$ cat src/rtl/rpn_pkg.sv
// Shared types and flag bit positions for the reverse-polish calculator datapath.
package rpn_pkg;

    typedef enum logic [1:0] {
        OP_ADD = 2'b00,
        OP_SUB = 2'b01,
        OP_AND = 2'b10,
        OP_OR  = 2'b11
    } opcode_t;

    typedef enum logic {
        DISP_INPUT  = 1'b0,
        DISP_RESULT = 1'b1
    } disp_mode_t;

    localparam int FLAG_N = 3;
    localparam int FLAG_Z = 2;
    localparam int FLAG_C = 1;
    localparam int FLAG_V = 0;

endpackage

$ cat src/rtl/rpn_alu.sv
// Combinational ALU: add/sub/and/or with {N,Z,C,V} flags; results wrap at WIDTH bits.
module rpn_alu
    import rpn_pkg::*;
#(
    parameter int WIDTH = 16
) (
    input  logic [WIDTH-1:0] op_a,
    input  logic [WIDTH-1:0] op_b,
    input  opcode_t          opcode,
    output logic [WIDTH-1:0] result,
    output logic [3:0]       flags
);

    logic [WIDTH:0] sum;
    logic [WIDTH:0] diff;
    logic           carry;
    logic           ovf;

    assign sum  = {1'b0, op_a} + {1'b0, op_b};
    // the extra top bit of the widened difference is the unsigned borrow
    assign diff = {1'b0, op_a} - {1'b0, op_b};

    always_comb begin
        result = '0;
        carry  = 1'b0;
        ovf    = 1'b0;
        case (opcode)
            OP_ADD: begin
                result = sum[WIDTH-1:0];
                carry  = sum[WIDTH];
                ovf    = (op_a[WIDTH-1] == op_b[WIDTH-1]) && (sum[WIDTH-1] != op_a[WIDTH-1]);
            end
            OP_SUB: begin
                result = diff[WIDTH-1:0];
                carry  = diff[WIDTH];
                ovf    = (op_a[WIDTH-1] != op_b[WIDTH-1]) && (diff[WIDTH-1] != op_a[WIDTH-1]);
            end
            OP_AND:  result = op_a & op_b;
            default: result = op_a | op_b;
        endcase
    end

    always_comb begin
        flags         = '0;
        flags[FLAG_N] = result[WIDTH-1];
        flags[FLAG_Z] = (result == '0);
        flags[FLAG_C] = carry;
        flags[FLAG_V] = ovf;
    end

endmodule

$ cat src/rtl/rpn_datapath.sv
// Operand/result registers behind the RPN control FSM, plus the display-mode latch
// that stretches the one-cycle Show_Result pulse into a persistent result display.
//
// state       | meaning
// DISP_INPUT  | display echoes the switch bus
// DISP_RESULT | display holds the captured result until the next operand A load
module rpn_datapath
    import rpn_pkg::*;
#(
    parameter int WIDTH    = 16,
    parameter int OPCODE_W = 2
) (
    input  logic             clk,
    input  logic             reset,
    input  logic [WIDTH-1:0] in_Data,
    input  logic             in_LoadOpA,
    input  logic             in_LoadOpB,
    input  logic             in_LoadOpCode,
    input  logic             in_updateRes,
    input  logic             in_ToDisplaySel,
    output logic [WIDTH-1:0] out_Display,
    output logic [3:0]       out_Flags,
    output logic             out_ResultShown
);

    logic [WIDTH-1:0]    op_a;
    logic [WIDTH-1:0]    op_b;
    logic [OPCODE_W-1:0] op_code;
    logic [WIDTH-1:0]    result;
    logic [3:0]          flags;
    logic [WIDTH-1:0]    alu_result;
    logic [3:0]          alu_flags;
    disp_mode_t          mode;
    disp_mode_t          mode_next;

    rpn_alu #(.WIDTH(WIDTH)) u_alu (
        .op_a   (op_a),
        .op_b   (op_b),
        .opcode (opcode_t'(op_code)),
        .result (alu_result),
        .flags  (alu_flags)
    );

    always_ff @(posedge clk or negedge reset) begin
        if (!reset) begin
            op_a    <= '0;
            op_b    <= '0;
            op_code <= '0;
            result  <= '0;
            flags   <= '0;
        end else begin
            if (in_LoadOpA)    op_a    <= in_Data;
            if (in_LoadOpB)    op_b    <= in_Data;
            if (in_LoadOpCode) op_code <= in_Data[OPCODE_W-1:0];
            if (in_updateRes || in_ToDisplaySel) begin
                result <= alu_result;
                flags  <= alu_flags;
            end
        end
    end

    always_ff @(posedge clk or negedge reset) begin
        if (!reset) mode <= DISP_INPUT;
        else        mode <= mode_next;
    end

    // Show_Result takes priority over a simultaneous operand A load
    always_comb begin
        mode_next = mode;
        if (in_ToDisplaySel)  mode_next = DISP_RESULT;
        else if (in_LoadOpA)  mode_next = DISP_INPUT;
    end

    always_comb begin
        out_ResultShown = (mode == DISP_RESULT);
        out_Display     = out_ResultShown ? result : in_Data;
        out_Flags       = flags;
    end

endmodule

$ cat config.mk
export PLATFORM = sky130hd
export DESIGN_NAME = rpn_datapath
export DESIGN_NICKNAME = d
export VERILOG_FILES = /design/src/rtl/rpn_pkg.sv /design/src/rtl/rpn_alu.sv /design/src/rtl/rpn_datapath.sv
export SDC_FILE = /design/constraint.sdc
export NUM_CORES = 1
export LEC_CHECK = 0
export ABC_CLOCK_PERIOD_IN_PS = 8450
export BUFFER_PORTS_ARGS = -buffer_cell sky130_fd_sc_hd__buf_2
export CELL_PAD_IN_SITES_DETAIL_PLACEMENT = 0
export CELL_PAD_IN_SITES_GLOBAL_PLACEMENT = 2
export CORE_MARGIN = 10
export CORE_UTILIZATION = 42
export CTS_CLUSTER_DIAMETER = 80
export DETAILED_ROUTE_END_ITERATION = 8
export PLACE_DENSITY_LB_ADDON = 0.1
export SYNTH_ARGS = -nofsm -noshare
export SYNTH_HDL_FRONTEND = slang
export SYNTH_HIERARCHICAL = 1
export SYNTH_SLANG_ARGS = --single-unit
export TNS_END_PERCENT = 50
$ cat constraint.sdc
create_clock -name clk -period 8.45 [get_ports clk]
set_clock_uncertainty 0.15 [all_clocks]
set_input_delay 0.845 -clock clk [delete_from_list [all_inputs] [get_ports clk]]
set_output_delay 0.845 -clock clk [all_outputs]
set_load 0.03 [all_outputs]
---- After elaboration in Yosys (flattened, before gate mapping) ----
Index checks and enable logic that the tools add are counted.
storage, ports and cells
  word-level logic and storage cells ...... 28
  input bits .............................. 23
  output and inout port bits .............. 21
  flip-flop bits (word level) ............. 55
operators by class
  bitwise logic cells ..................... 2
  reductions and logical operators ........ 6
  multiplexer cells ....................... 6
  equality and inequality tests ........... 6
  add/subtract/negate cells ............... 2
operator list
  operator            number
  $pmux 16 s3         1
  $add 16x16->17      1
  $sub 16x16->17      1
  $and 16x16->16      1
  $logic_not 16->1    1
  $mux 16             1
  $or 16x16->16       1
  $pmux 1 s2          2
  $ne 1x1->1          3
  $eq 2x1->1 const B  1
  $eq 2x2->1 const B  1
  $logic_and 1x1->1   2
  $logic_not 2->1     1
  $mux 1              2
  $reduce_bool 2->1   1
  $eq 1x1->1          1
  $logic_or 1x1->1    1

---- Logic depth before layout (Yosys ltp) ----
Gate-level depths: netlist of run 1.
  word-level depth ........................ 4
  gate-level depth with buffers ........... 15
  depth with buffers taken out ............ 14

---- Cells and area by module ----
The synthesis of run 1 kept the hierarchy.
modules (own cells, without submodules)
  module        instances  cells an instance  area an instance (um^2)  seq. area each (um^2)
  rpn_datapath  1          136                2408.6                   1376.3
  rpn_alu       1          337                2292.2                   0.0

---- Worst setup path before layout of run 1 ----
No wires, ideal clock.
  kind .................................... reg2reg
  start point ............................. register op_b[0]
  end point ............................... register flags[2] (netlist: out_Flags[2])
  clock period less this slack ............ 3.602 ns
  required time ........................... 8.235 ns
  arrival time ............................ 3.387 ns
  slack ................................... 4.848 ns
  path buffers ............................ 0
  cell stages (with the launch flop) ...... 14
  setup time .............................. 0.065 ns
  path through ............................ dfrtp_1 > ha_1 > inv_1 > fa_1 > nand2b_2 > a211oi_2 > o311ai_1 > a31o_1 > a211oi_1 > and3b_1 > or4b_1 > a2111o_1 > a2111oi_2 > mux2_2
between the ends
  word-level cells in the longest chain between the ends .. 3
  elaborated cells between the ends (all ways) .. 6
  classes of those cells .................. add/sub: 2; mux: 1; bitwise: 2; reduce/logical: 1
RTL lines
  what                                              line                          source
  from (decl)                                       rpn_datapath.sv:27            logic [WIDTH-1:0] op_b;
  from (signal assigned)                            rpn_datapath.sv:53            if (in_LoadOpB) op_b <= in_Data;
  $sub 16x16->17 or $add 16x16->17 (tied branches)  rpn_alu.sv:21, rpn_alu.sv:19
  $pmux 16 s3 (*)                                   rpn_alu.sv:27                 case (opcode)
  named net alu_result[12]                          rpn_datapath.sv:31            logic [WIDTH-1:0] alu_result;
  $logic_not 16->1 (*)                              rpn_alu.sv:46                 flags[FLAG_Z] = (result == '0);
  named net alu_flags[2]                            rpn_datapath.sv:32            logic [3:0] alu_flags;
  to (signal assigned)                              rpn_datapath.sv:57            flags <= alu_flags;
  to (decl)                                         rpn_datapath.sv:30            logic [3:0] flags;
Mark *: on every way through the listed nets, which the timed path passes. The rest lies on a longest branch.
A chain may end at the register's enable or synchronous reset.

---- Worst setup path after layout of run 1 ----
  start point ............................. register op_a[0]
  end point ............................... register flags[2] (netlist: out_Flags[2])
between the ends
  word-level cells in the longest chain between the ends .. 3
  elaborated cells between the ends (all ways) .. 6
  classes of those cells .................. add/sub: 2; mux: 1; bitwise: 2; reduce/logical: 1
RTL lines
  what                                              line                          source
  from (decl)                                       rpn_datapath.sv:26            logic [WIDTH-1:0] op_a;
  from (signal assigned)                            rpn_datapath.sv:52            if (in_LoadOpA) op_a <= in_Data;
  $sub 16x16->17 or $add 16x16->17 (tied branches)  rpn_alu.sv:21, rpn_alu.sv:19
  $pmux 16 s3 (*)                                   rpn_alu.sv:27
  named net alu_result[12]                          rpn_datapath.sv:31
  $logic_not 16->1 (*)                              rpn_alu.sv:46
  named net alu_flags[2]                            rpn_datapath.sv:32
Marked as above.

==> flow_metrics.tcl, run 1 <==
set metrics [dict create \
    status "finished clean" \
    first_pass_iters 6 \
    synth_area_leaders "dfrtp_1 29%, ha_1 13%, mux2_2 10%, mux2_4 9.3%, inv_1 3.8%" \
    maxCapViolations 0 \
    core-area_um2 10890 \
    yosysTopAreaCell "dfrtp_1" \
    cts_inserted_buffers 5 \
    cts_max_path_buffers 2 \
    slew-limit-headroom_pct 25.82 \
    routed_wl_um 12370 \
    min_path_type "flop to flop" \
    antenna_found_initial 0 \
    pwr-share-seq_pct 35.2 \
    htreeDepth 2 \
    path_max_fanout 3 \
    fmax_mhz 242.2 \
    yosysUniqueCellTypes 63 \
    rsz0062_at_grt "false" \
    grt_max_degree 56 \
    port_buffers 43 \
    synth.most_common_cell "dfrtp_1" \
    rows 38 \
    post_cts_resized 0 \
    syn_to_final_growth_pct 6.415 \
    rr_endpoint "out_Flags[2]" \
    chipWidth_um 125.8 \
    ant_nets 0 \
    avgRoutedWirePerCell_um 19.33 \
    reg2reg_slack_ps 4320 \
    drv_slew 0 \
    cp.required_ps 8560 \
    start_kind "flop" \
    whs_ps 366.2 \
    grt_util_met1_pct 21.33 \
    period_needed_ps 4129 \
    setup_viol 0 \
    clkTransAtPathRegs_ps 110 \
    endpoint "out_Flags[2]" \
    intPower_mw 0.5768 \
    fin_crit_sh_pct 48.87 \
    p_clk_share_pct 16.3 \
    vias 3571 \
    min_from "result[2]" \
    leakage_nw 2.401 \
    worstMarginPinSlew_ps 1113 \
    cellPowerDensity_nw_per_um2 196.7 \
    worstSkewPairLatency_ps 320 \
    yosysSeqAreaShare_pct 29.28 \
    syn_avg_cell_area_um2 9.938 \
    syn_area_um2 4701 \
    gp_congestion 0.8998 \
    insertedDiodeCount 0 \
    ioPinCount 44 \
    drcViolationCount 0 \
    grt_pass1_wl_um 20220 \
    hpwl_um 8984 \
    dieHeight_um 125.8 \
    setup.worst_path.start "op_a[0]" \
    synth_top_flop_cell "dfrtp_1" \
    cp-end-kind "flop" \
    reg2reg_depth 14 \
    cts.sinks 55 \
    cts_tree "yes" \
    first_iter_violations 220 \
    grtUsageTotal_pct 15.33 \
    setup_tns_ps 0 \
    cts-root-buf "clkbuf_8" \
    sw_frac_of_total_pct 41.37 \
    drive_above_1_share_pct 27.20 \
    grt_busiest_layer "met2" \
    synth_edf_count 0 \
    crit_type "flop to flop" \
    ys_ff_latch 55 \
    ir_drop_uv 121.1 \
    rr_startpoint "op_a[0]" \
    crit_arrival_ps 4240 \
    p_sw_mw 0.4070 \
    start_util_pct 43.17 \
    async_flop_share_pct 100.0 \
    viasPerCell 5.580 \
    grt_pass1_vias 3668 \
    globalRouteMet3Util_pct 3.356 \
    holdBufCountCts 0 \
    final_nets 573 \
    ys_top_cells_by_count "55 x dfrtp_1, 49 x ha_1, 47 x inv_1" \
    hold_viol 0 \
    synth.top_cell.area_share_pct 29.28 \
    syn_inst 473 \
    gr-total-overflow 0 \
    ys_warn_count 6 \
    combinationalPowerShare_pct 48.5 \
    syn_nets 547 \
    finalPower_mw 0.9838 \
    cts_setup_buffers 0 \
    grt_use_met2_pct 24.03 \
    dieArea_um2 15820 \
]
[worst min path at each step]
| stage | endpoint | slack, ps | cells past startpoint |
|---|---|---|---|
| 5_1_grt | result[2] | 370 | 1 |
| 6_report | result[2] | 370 | 1 |
| 4_1_cts | result[11] | 370 | 1 |
| 3_3_place_gp | result[2] | 330 | 1 |
| 2_1_floorplan | result[0] | 320 | 1 |
| 3_5_place_dp | result[0] | 340 | 1 |
[power groups by stage]
stage / logic (mW) / registers, mW / clock network, mW
after floorplan: 0.367 / 0.344 / 0
after global placement: 0.479 / 0.349 / 0
after detailed placement: 0.477 / 0.351 / 0
after CTS: 0.479 / 0.346 / 0.170
after global routing: 0.523 / 0.353 / 0.178
final: 0.478 / 0.346 / 0.160
[through the flow]
stage          utilization (%)  cell area [um2]  worst slack [ps]  instances
5_1_grt                  45.94             5002              4108        640
6_report                 45.94             5002              4321        640
3_3_place_gp             45.07             4907              4537        632
3_5_place_dp             45.07             4907              4384        632
4_1_cts                  45.94             5002              4343        640
2_1_floorplan                -             4701              4848        473
[metal layers]
layer / vias up / part of all wire, %
met2: 89 / 45
met3: 7 / 5.0
met5: - / 0
li1: 1722 / -
met1: 1753 / 49
met4: 0 / 0.82
[critical path, cell delays in order, from the launching register on]
cell and delay [ps]:
dfrtp_1 410, inv_1 100, ha_1 180, inv_1 60, fa_1 420, nor2b_1 150
o21ai_1 260, nand4_1 200, a31o_1 250, a211oi_1 240, and3b_1 220, or4b_1 510
a2111o_1 450, a2111oi_2 280, mux2_2 200
[logic make-up (layout without fill, tap and decap cells)]
logic type | after synthesis | after routing | synth area share, %
compound gates | 108 | 108 | 15.49
xor+xnor | 12 | 12 | 2.236
fa+ha+maj | 51 | 51 | 13.89
buf+inv | 79 | 106 | 8.624
flops | 55 | 55 | 29.28
mux | 76 | 76 | 20.92
simple gates | 92 | 92 | 9.556
[state kept, by name, summed over array words and instances (netlist names)]
name	count
op_code	2
op_a	16
out_Flags	4
result	16
out_ResultShown	1
op_b	16
[cell type report]
class	instances	area (um2)
multi-input cells	339	2919
fillers	1047	5886
clock inverters	1	8.758
inverters	51	191.4
flip-flops and latches	55	1376
well taps	140	175.2
repair buffers	47	245.2
clock buffers	7	86.33
[cell usage in the layout (no fill, tap or decap), drive strengths merged, types with 4 or more instances in the layout]
master / synthesis / final
mux2: 71 / 71
dfrtp: 55 / 55
inv: 50 / 50
ha: 49 / 49
buf: 22 / 47
nand2: 27 / 27
a21oi: 25 / 25
nor2: 25 / 25
o21ai: 20 / 20
a211oi: 11 / 11
nor3: 10 / 10
xnor2: 8 / 8
a21o: 8 / 8
a31oi: 7 / 7
clkbuf: 6 / 7
nor2b: 5 / 5
o21bai: 5 / 5
o31ai: 5 / 5
o211ai: 5 / 5
nand4: 4 / 4
nand3: 4 / 4
xor2: 4 / 4
Power figures use the tool's default switching activity.
==> inputs of run 2 (changes only) <==
--- a/config.mk
+++ b/config.mk
@@ -5,12 +5,12 @@
 export SDC_FILE = /design/constraint.sdc
 export NUM_CORES = 1
 export LEC_CHECK = 0
-export ABC_CLOCK_PERIOD_IN_PS = 8450
+export ABC_CLOCK_PERIOD_IN_PS = 4000
 export BUFFER_PORTS_ARGS = -buffer_cell sky130_fd_sc_hd__buf_2
 export CELL_PAD_IN_SITES_DETAIL_PLACEMENT = 0
 export CELL_PAD_IN_SITES_GLOBAL_PLACEMENT = 2
 export CORE_MARGIN = 10
-export CORE_UTILIZATION = 42
+export CORE_UTILIZATION = 39
 export CTS_CLUSTER_DIAMETER = 80
 export DETAILED_ROUTE_END_ITERATION = 8
 export PLACE_DENSITY_LB_ADDON = 0.1
==> constraint.sdc (replaced) <==
create_clock -name clk -period 4 [get_ports clk]
set_clock_uncertainty 0.15 [all_clocks]
set_input_delay 0.4 -clock clk [delete_from_list [all_inputs] [get_ports clk]]
set_output_delay 0.4 -clock clk [all_outputs]
set_load 0.03 [all_outputs]
==> run 2 against run 1 <==
- hold slack got worse by 310 ps
- sequential power increased by 110%
- critical path depth unchanged
- power increased by 130%
- wire length increased by 2.0%
- global-route usage increased by 0.25 points
- non-clock buffer count increased by 11
- worst setup slack got worse by 4200 ps
- register-to-register slack got worse by 4200 ps
- critical path type unchanged
- combinational power increased by 120%
- first-iteration DRC count decreased by 2.7%
- sequential share of layout area decreased by 1.1 points
==> flow_metrics.tcl, run 2 (synthesized netlist as in run 1, its figures left out) <==
set metrics [dict create \
    intPower_mw 1.333 \
    viasPerCell 5.455 \
    n_fill_cell 1205 \
    port_buffers 43 \
    rsz0062_at_grt "false" \
    whs_ps 60.94 \
    cts_tree "yes" \
    min_path_type "input port to async pin" \
    rows 40 \
    final_cell_mix "54 x dfrtp_1, 48 x ha_1, 47 x inv_1, 43 x buf_2, 41 x mux2_2" \
    setup_viol 0 \
    antenna_found_initial 0 \
    worstMarginPinSlew_ps 1066 \
    grtUsageTotal_pct 15.58 \
    grt_busiest_layer "met2" \
    gr-total-overflow 0 \
    setup_ws_ps 163.1 \
    grt_util_met1_pct 21.00 \
    ir_drop_uv 238.0 \
    insertedDiodeCount 0 \
    cts.sinks 55 \
    grt_use_met2_pct 24.33 \
    dieHeight_um 129.8 \
    htreeDepth 2 \
    grt_pass1_vias 3735 \
    grt_pass1_wl_um 20570 \
    crit_type "flop to flop" \
    vias 3584 \
    crit_arrival_ps 3940 \
    final_cells 657 \
    start_util_pct 39.46 \
    cts-root-buf "clkbuf_16" \
    final_nets 584 \
    pwr-share-seq_pct 32.8 \
    dieArea_um2 16840 \
    worstSkewPairLatency_ps 310 \
    avgRoutedWirePerCell_um 19.21 \
    routed_wl_um 12620 \
    ant_nets 0 \
    hpwl_um 9323 \
    period_needed_ps 3837 \
    finalPower_mw 2.236 \
    top_regs "op_a: 16 flops, op_b: 16 flops, result: 16 flops" \
    setup_tns_ps 0 \
    rr_startpoint "op_a[0]" \
    gp_congestion 0.8671 \
    path_max_fanout 3 \
    status "finished clean" \
    grt_max_degree 56 \
    p_clk_share_pct 19.8 \
    start_kind "flop" \
    combinationalPowerShare_pct 47.4 \
    globalRouteMet3Util_pct 3.327 \
    final_common_cell "dfrtp_1" \
    cp-end-kind "flop" \
    drcViolationCount 0 \
    ioPinCount 44 \
    first_pass_iters 5 \
    p_sw_mw 0.9035 \
    drv_slew 0 \
    cellPowerDensity_nw_per_um2 429.5 \
    setup.worst_path.start "op_a[0]" \
    holdBufCountCts 0 \
    sw_frac_of_total_pct 40.40 \
    reg2reg_slack_ps 160 \
    slew-limit-headroom_pct 28.96 \
    chipWidth_um 129.8 \
    placed_cells 647 \
    maxCapViolations 0 \
    leakage_nw 2.483 \
    hold_viol 0 \
    drive_above_1_share_pct 30.39 \
    fmax_mhz 260.6 \
    cts_max_path_buffers 2 \
    first_iter_violations 214 \
    core-area_um2 11910 \
    cp.required_ps 4100 \
    syn_to_final_growth_pct 10.75 \
    pre_cts_slack_ps 21.12 \
    cts_inserted_buffers 5 \
    fin_crit_sh_pct 95.92 \
    clkTransAtPathRegs_ps 70 \
]
## run 2: cell count changes in the layout (fill, tap and decap cells not counted), sizes merged
cell,delta
clkbuf,-2
buf,+11
clkinv,+1
## run 2: timing repair
item,CTS,global route
resized for setup,3,10
setup endpoints to repair,1,1
setup buffers,3,0
pin swaps,1,6
## run 2: final cells by class
class	count	area [um2]	share of cell area, %
clock buffer	5	125.1	2.403
clock inverter	2	13.76	0.2644
inverter	51	191.4	3.677
multi-input combinational	339	2987	57.37
sequential	55	1378	26.46
tap	147	183.9	3.533
timing repair buffer	58	327.8	6.297
## run 2: critical path: stages (launching register included)
cell and delay, ps:
dfrtp_1 400, inv_1 90, ha_1 180, inv_1 60
fa_2 360, nor2b_1 160, o21ai_2 170, nand4_1 180
a31o_1 240, a211oi_1 210, and3b_1 220, or4b_4 490
a2111o_1 410, a2111oi_4 280, mux2_4 190
## run 2: final timing paths
path | depth (start not counted) | endpoint
setup / recovery | 14 | out_Flags[2]
max in group asynchronous | 2 | op_a[1]
hold reg to reg | 1 | out_Flags[0]
setup reg to reg | 14 | out_Flags[2]
min in group clk | 2 | out_ResultShown
hold / removal | 2 | op_a[5]
## run 2: power by group through the flow
stage | Combinational [mW] | Sequential, mW | Clock, mW
2_1_floorplan | 0.775 | 0.727 | 0
3_3_place_gp | 1.03 | 0.739 | 0
3_5_place_dp | 1.03 | 0.745 | 0
4_1_cts | 1.05 | 0.734 | 0.460
5_1_grt | 1.16 | 0.749 | 0.485
6_report | 1.06 | 0.733 | 0.442
## run 2: layer usage
metal	share of wire, %	up-vias
li1	-	1735
met1	49	1747
met2	44	89
met3	5.2	13
met4	1.5	0
met5	0	-
## run 2: per-stage QoR
stage | area [um2] | utilization, %
2_1_floorplan | 4701 | -
3_3_place_gp | 4976 | 41.78
3_5_place_dp | 4976 | 41.78
4_1_cts | 5156 | 43.29
5_1_grt | 5206 | 43.71
6_report | 5206 | 43.71
